**src/rtl/shift_pkg.sv**
```systemverilog
// Shared encodings for the shift execute unit: op codes, FSM states and constants.
package shift_pkg;

  localparam logic [31:0] ALL_ONES = 32'hFFFF_FFFF;

  typedef enum logic [1:0] {
    SHOP_SLL = 2'b00,
    SHOP_SRL = 2'b01,
    SHOP_SRA = 2'b10,
    SHOP_ROL = 2'b11
  } shop_e;

  typedef enum logic [1:0] {
    IDLE  = 2'b00,
    PASS1 = 2'b01,
    PASS2 = 2'b10,
    DONE  = 2'b11
  } state_e;

endpackage

```
**src/rtl/shifter.sv**
```systemverilog
// 32-bit logical shifter: dir=1 shifts left, dir=0 shifts right, zero fill both ways.
module shifter (
  input  logic [31:0] data,
  input  logic        dir,
  input  logic [4:0]  shift,
  output logic [31:0] sh_out
);

  assign sh_out = dir ? (data << shift) : (data >> shift);

endmodule

```
**src/rtl/shift_exec_unit.sv**
```systemverilog
// Execute-stage shift sequencer: builds SLL/SRL/SRA/ROL from one or two passes
// through a logical left/right shifter, with valid/ready on issue and writeback.
module shift_exec_unit
  import shift_pkg::*;
#(
  parameter int XLEN  = 32,
  parameter int TAG_W = 5
) (
  input  logic             clk,
  input  logic             rst,
  input  logic             in_valid,
  output logic             in_ready,
  input  logic [1:0]       in_op,
  input  logic [XLEN-1:0]  in_data,
  input  logic [4:0]       in_shamt,
  input  logic [TAG_W-1:0] in_rd,
  output logic             out_valid,
  input  logic             out_ready,
  output logic [XLEN-1:0]  out_result,
  output logic [TAG_W-1:0] out_rd
);

  state_e            state_q, state_d;
  shop_e             op_q;
  logic [XLEN-1:0]   data_q;
  logic [4:0]        shamt_q;
  logic [TAG_W-1:0]  rd_q;
  logic [XLEN-1:0]   acc;

  logic [31:0]       sh_data;
  logic              sh_dir;
  logic [4:0]        sh_amt;
  logic [31:0]       sh_out;
  logic              need_pass2;

  assign in_ready   = (state_q == IDLE) && !rst;
  assign out_valid  = (state_q == DONE);
  assign out_result = acc;
  assign out_rd     = rd_q;

  // Only arithmetic right shifts of negatives and non-trivial rotates need a fix-up pass.
  assign need_pass2 = (shamt_q != 5'd0) &&
                      (((op_q == SHOP_SRA) && data_q[31]) || (op_q == SHOP_ROL));

  always_ff @(posedge clk) begin
    if (rst) state_q <= IDLE;
    else     state_q <= state_d;
  end

  always_comb begin
    state_d = state_q;
    case (state_q)
      IDLE:    if (in_valid) state_d = PASS1;
      PASS1:   state_d = need_pass2 ? PASS2 : DONE;
      PASS2:   state_d = DONE;
      DONE:    if (out_ready) state_d = IDLE;
      default: state_d = IDLE;
    endcase
  end

  // Second pass: SRA shifts all-ones right to build the sign-fill mask,
  // ROL shifts the operand right by (32 - shamt) to recover the wrapped bits.
  always_comb begin
    sh_data = data_q;
    sh_dir  = (op_q == SHOP_SLL) || (op_q == SHOP_ROL);
    sh_amt  = shamt_q;
    if (state_q == PASS2) begin
      sh_dir = 1'b0;
      if (op_q == SHOP_SRA) sh_data = ALL_ONES;
      else                  sh_amt  = 5'(6'd32 - {1'b0, shamt_q});
    end
  end

  shifter u_shifter (
    .data   (sh_data),
    .dir    (sh_dir),
    .shift  (sh_amt),
    .sh_out (sh_out)
  );

  always_ff @(posedge clk) begin
    if ((state_q == IDLE) && in_valid && !rst) begin
      op_q    <= shop_e'(in_op);
      data_q  <= in_data;
      shamt_q <= in_shamt;
    end
  end

  always_ff @(posedge clk) begin
    if (rst) begin
      acc  <= '0;
      rd_q <= '0;
    end else begin
      case (state_q)
        IDLE:    if (in_valid) rd_q <= in_rd;
        PASS1:   acc <= sh_out;
        PASS2:   acc <= (op_q == SHOP_SRA) ? (acc | ~sh_out) : (acc | sh_out);
        default: ;
      endcase
    end
  end

endmodule

```
**config.mk**
```make
export PLATFORM = sky130hd
export DESIGN_NAME = shift_exec_unit
export DESIGN_NICKNAME = d
export VERILOG_FILES = /design/src/rtl/shift_pkg.sv /design/src/rtl/shifter.sv /design/src/rtl/shift_exec_unit.sv
export SDC_FILE = /design/constraint.sdc
export NUM_CORES = 1
export LEC_CHECK = 0
export ABC_AREA = 1
export ABC_CLOCK_PERIOD_IN_PS = 6700
export CORE_MARGIN = 1.5
export CORE_UTILIZATION = 49
export CTS_CLUSTER_SIZE = 12
export DETAILED_ROUTE_END_ITERATION = 8
export PLACE_DENSITY = 0.72
export SLEW_MARGIN = 20
export SYNTH_ARGS = -nofsm -noshare
export SYNTH_HDL_FRONTEND = slang
export SYNTH_SLANG_ARGS = --single-unit
```
**constraint.sdc**
```tcl
create_clock -name clk -period 6.7 [get_ports clk]
set_input_delay 1.005 -clock clk [delete_from_list [all_inputs] [get_ports clk]]
set_output_delay 1.005 -clock clk [all_outputs]
set_load 0.05 [all_outputs]
```
; Word-level counts from Yosys, hierarchy flattened
; Cells that the tools add are included.
[word_totals]
regBits = 78
output_inout_bits = 39
word_cells = 45
[classes]
reduce_logical = 14
n_mux = 12
add_sub_neg = 1
eq_ne = 7
shift = 2
bitwise = 3
[ops]
columns = op, n
row1 = 2-to-1 mux 32 bit, 4
row2 = OR 32 bit, 2
row3 = case mux 32 bit (2 select lines), 1
row4 = NOT 32 bit, 1
row5 = << shifter 32 x 5 -> 32 bit, 1
row6 = >> shifter 32 x 5 -> 32 bit, 1
row7 = 2-to-1 mux 5 bit, 2
row8 = "equality test 2 bit, second input constant", 4
row9 = case mux 2 bit (4 select lines), 1
row10 = logical AND 1 bit, 5
row11 = nonzero test 5 bit, 1
row12 = "subtractor 1 x 5 -> 5 bit, first input constant", 1
row13 = zero test 2 bit, 2
row14 = 2-to-1 mux 2 bit, 2
row15 = AND reduction 2 bit, 2
row16 = "equality test 2 x 1 -> 1 bit, second input constant", 1
row17 = logical OR 1 bit, 2
row18 = 2-to-1 mux 1 bit, 2
row19 = "inequality test 2 x 1 -> 1 bit, second input constant", 1
row20 = "inequality test 2 bit, second input constant", 1
row21 = nonzero test 2 bit, 1
row22 = zero test 1 bit, 1

; Logic depth before layout (Yosys ltp)
[depth]
depth_word = 9
mapped_depth = 20

; Hierarchy
; A second synthesis with hierarchy kept.
[unflattened]
cells_unflattened = 996
hier_area_um2 = 6825.3
[by_module_without_submodules]
columns = mod, cells_per_inst, area_per_inst_um2, n_inst
row1 = shift_exec_unit, 365, 3528.4, 1
row2 = shifter, 631, 3296.9, 1

; Worst setup path after synthesis
; OpenSTA, ideal clock, no wires.
[synth_timing]
path_kind = input -> register
startpoint = input rst
endpoint = register data_q[0] (enable)
setup_time_ps = 435
n_path_buf = 1
path_stages = 2
slack_ps = 3400
t_arrival_ps = 2865
required_ps = 6265
path_cell_list = clkbuf_1 -> nor2_1
[synth_between]
elab_chain_cells = 2
[synth_rtl]
columns = element, line_no
row1 = "start, declared", shift_exec_unit.sv:10  ; input logic rst,
row2 = zero test 1 bit, shift_exec_unit.sv:82  ; if ((state_q == IDLE) && in_valid && !rst) begin
row3 = logical AND 1 bit, shift_exec_unit.sv:82
row4 = "end signal, assigned", shift_exec_unit.sv:84  ; data_q <= in_data;
row5 = "end, declared", shift_exec_unit.sv:25  ; logic [XLEN-1:0] data_q;
; No other way between the ends.
; A chain may end at the register's enable or synchronous reset.

; Final worst setup path
[layout_timing]
startpoint = register shamt_q[0]
endpoint = register acc[27], in the netlist out_result[27]
[layout_between]
elab_chain_cells = 9
word_cells_on_any_way = 11
cone_classes = 1 x add/sub / 2 x shift / 5 x mux / 3 x bitwise
[layout_rtl]
columns = element, line_no
row1 = "start, declared", shift_exec_unit.sv:26  ; logic [4:0] shamt_q;
row2 = "start signal, assigned", shift_exec_unit.sv:85  ; shamt_q <= in_shamt;
row3 = subtractor 1 x 5 -> 5 bit, shift_exec_unit.sv:70  ; else sh_amt = 5'(6'd32 - {1'b0, shamt_q});
row4 = 2-to-1 mux 5 bit, shift_exec_unit.sv:69  ; if (op_q == SHOP_SRA) sh_data = ALL_ONES;
row5 = 2-to-1 mux 5 bit *, shift_exec_unit.sv:67  ; if (state_q == PASS2) begin
row6 = >> shifter 32 x 5 -> 32 bit / << shifter 32 x 5 -> 32 bit (equally long branches), shifter.sv:9  ; assign sh_out = dir ? (data << shift) : (data >> shift);
row7 = 2-to-1 mux 32 bit *, shifter.sv:9
row8 = NOT 32 bit, shift_exec_unit.sv:97  ; PASS2: acc <= (op_q == SHOP_SRA) ? (acc | ~sh_out) : (acc | sh_out);
row9 = OR 32 bit, shift_exec_unit.sv:97
row10 = 2-to-1 mux 32 bit, shift_exec_unit.sv:97
row11 = case mux 32 bit (2 select lines) *, shift_exec_unit.sv:94  ; case (state_q)
row12 = "end signal, assigned", shift_exec_unit.sv:96  ; PASS1: acc <= sh_out;
row13 = "end signal, assigned", shift_exec_unit.sv:97
row14 = "end, declared", shift_exec_unit.sv:28  ; logic [XLEN-1:0] acc;
; Every way passes the cells marked *; elsewhere a longest branch is shown, timed or not.

==> flow_summary.json <==
{
  "synth-main-ff-cell": "edfxtp_1",
  "cell_internal_pwr_mw": 1.58,
  "cts-root-buf": "clkbuf_16",
  "timing.critical_path.fanout_max": 35,
  "post-route-min-period_ps": 4620,
  "vias_in_the_first_global_route": 7068,
  "post_cts_hold_buffer_count": 0,
  "synthesis.instances": 1120,
  "worst-path-buf-inv": 4,
  "postRouteAntennaNets": 0,
  "power.switching_mw": 1.85,
  "buffer_ports.inserted": 86,
  "cts-resized-gates": 0,
  "place_area_sq_um": 7470,
  "cp-start-kind": "register",
  "finalWeightedCongestion": 0.991,
  "timing_worst_slew_pin_value_ps": 1080,
  "worst-endpoint-arrival_ps": 4900,
  "synth.largest_area_cell": "nand3_1",
  "yosysUniqueCellTypes": 29,
  "rsz0062_at_grt": "no",
  "post_layout_nonfiller_instances": 1324,
  "htreeDepth": 3,
  "timing.critical_path.required_ps": 6980,
  "detail_route.drc_violations": 0,
  "wire_per_inst_microns": 16.6,
  "path_class": "reg -> reg",
  "power.switching_fraction_pct": 53.9,
  "status": "completed",
  "final_hold_violations": 0,
  "detailedRoute.firstPassIterationCount": 6,
  "largest_net_degree_at_the_start_of_global_routing": 79,
  "slew_headroom_pct": 28.1,
  "cts_sinks": 78,
  "wl_microns": 22000,
  "share_of_the_yosys_chip_area_belonging_to_registers_pct": 28.8,
  "fmaxAchievable_mhz": 216,
  "p_clk_share_pct": 14.3,
  "postLayoutCellArea_sq_um": 7790,
  "die_h_microns": 121,
  "power.static_leakage_nw": 3.59,
  "core_region_area_sq_um": 13400,
  "track_usage_pct": 30.8,
  "floorplan.initialDensity_pct": 50.7,
  "share_seq_of_total_power_pct": 20.5,
  "timing.critical_path.to_type": "register",
  "final_max_slew_viol_count": 0,
  "whs_ps": 463,
  "hold_class": "reg -> reg",
  "num_vias": 7958,
  "yosys.cell_count.top_type": "nand2_1",
  "synth_common_cells": "382 x nand2_1, 305 x nand3_1, 72 x a21oi_1",
  "post-cts-setup-buffer-count": 0,
  "final_nets": 1200,
  "worst_skew_pair.late_latency_ps": 360,
  "syn_nets": 1177,
  "layout-area-overhead-vs-synth_pct": 14.7,
  "totalPowerFinal_mw": 3.43,
  "yosysWarningCount": 0,
  "placedCellCount": 1307,
  "global_route_overflow": 0,
  "crit_path_top_delay_cell": "edfxtp_1",
  "initial_antenna_violation_count": 0,
  "rows": 42,
  "tritoncts": "done",
  "dieArea_sq_um": 14600,
  "layout.filler_cells": 1342,
  "synthTopCellsByArea": "nand3_1 22%, nand2_1 21%, edfxtp_1 17%",
  "power.share.combinational_pct": 65.3,
  "insertedDiodeCount": 0,
  "critical_path.top_delay_family": "simple AND/OR/NAND/NOR gates",
  "cts_buffers": 9,
  "path_cells": "inv_2, ha_1, inv_1, nor3_1, ha_1, o21ai_1, buf_4, inv_2, nor2_2, nand3_1, nand3_1, nor2_1, nor2_1, nand2_1, a21oi_1",
  "ios": 87,
  "wire_length_of_the_first_global_routing_pass_microns": 35400,
  "die_w_microns": 121,
  "synth_top_area_share_pct": 22.5,
  "number_of_enable_type_register_cells_in_the_synthesized_netlist": 39,
  "max_cap_viol_count": 0,
  "powerDensity_nw_per_um2": 440,
  "fin_skew_ps": 9.72,
  "cts-root-to-sink-buffers": 2,
  "ir_drop_v": 0.000312,
  "synth_area_per_cell_sq_um": 6.06,
  "layout-drive-gt1-share_pct": 3.40,
  "hpwlAfterDp_microns": 15600,
  "synthesis.area_sq_um": 6790,
  "clk_pin_slew_worst_paths_ps": 60,
  "number_of_synthesized_register_bits": 78,
  "initialDrtViolationCount": 1242,
  "final_min_period_over_clock_period_pct": 69.0,
  "asyncSetResetFlopFracSynth_pct": 0,
  "setup_viol": 0,
  "totalNegativeSetupSlack_ps": 0,
  "routed_via_density": 6.01,
  "worst_path_largest_cell_delay_ps": 1060
}
## metal layers
metal | GRT usage [%] | part of all wire, % | up-vias
met5 | 0 | 0 | -
met1 | 40.7 | 42 | 3618
met3 | 5.38 | 7.7 | 83
met4 | 18.7 | 5.6 | 0
met2 | 46.7 | 44 | 416
li1 | - | - | 3841
## flip-flops by register name, indices dropped and copies added, names as in the netlist
name        flops
out_rd          5
out_result     32
shamt_q         5
data_q         32
state_q         2
op_q            2
## cells by family after synthesis
kind of cell / synth area share, %
XOR/XNOR: 0.129
flip-flops: 28.8
adder cells (fa/ha/maj): 1.66
buffers and inverters: 10.0
AO/OA/AOI/OAI: 11.5
AND/OR/NAND/NOR: 47.9
## area by class of cell
type / count / area [sq um] / share of cell area [%]
Clock inverter: 6 / 62.6 / 0.803
Multi-Input combinational cell: 900 / 4170 / 53.5
Clock buffer: 10 / 229 / 2.94
Timing Repair Buffer: 93 / 926 / 11.9
Tap cell: 176 / 220 / 2.83
Sequential cell: 78 / 1950 / 25.1
Inverter: 61 / 229 / 2.94
## per-stage QoR
step | setup WS (ps) | utilization [%]
global route | 1670 | 58.1
floorplan | 3400 | -
global placement | 2330 | 55.8
CTS | 2250 | 57.9
finish | 2080 | 58.1
detailed placement | 2260 | 55.8
## power by group through the flow
| stage | Clock [mW] | Sequential, mW | Combinational (mW) |
|---|---|---|---|
| after floorplan | 0 | 0.960 | 1.41 |
| after global placement | 0 | 0.708 | 2.17 |
| after detailed placement | 0 | 0.712 | 2.18 |
| after CTS | 0.496 | 0.703 | 2.19 |
| after global routing | 0.516 | 0.715 | 2.46 |
| final | 0.489 | 0.702 | 2.24 |
## cell usage in the layout (no fill, tap or decap), drive strengths merged
| cell type | count |
|---|---|
| nand2 | 388 |
| nand3 | 305 |
| clkdlybuf4s50 | 86 |
| a21oi | 72 |
| inv | 60 |
| o21ai | 59 |
| edfxtp | 39 |
| dfxtp | 39 |
| nor2 | 27 |
| nand4 | 22 |
| o211ai | 12 |
| clkbuf | 10 |
| ha | 9 |
| buf | 7 |
| clkinv | 5 |
| nor3 | 1 |
| o22ai | 1 |
| xor2 | 1 |
| o311ai | 1 |
| o21a | 1 |
| o21bai | 1 |
| clkinvlp | 1 |
| bufinv | 1 |
## worst reg2reg max path, delay by kind of cell, from the launching register on
kind	cells	cell delay [ps]
flops	1	1060
simple gates	7	1530
fa+ha+maj	2	630
compound gates	2	250
buf+inv	4	1090
## path summary, 6_finish.rpt
kind	from	end	slack (ps)	depth (start not counted)
setup / recovery	shamt_q[0]	out_result[27]	2080	15
hold / removal	out_result[22]	out_result[22]	460	2
setup reg to reg	shamt_q[0]	out_result[27]	2080	15
hold reg to reg	out_result[22]	out_result[22]	460	2
(Power assumes the default switching activity.)
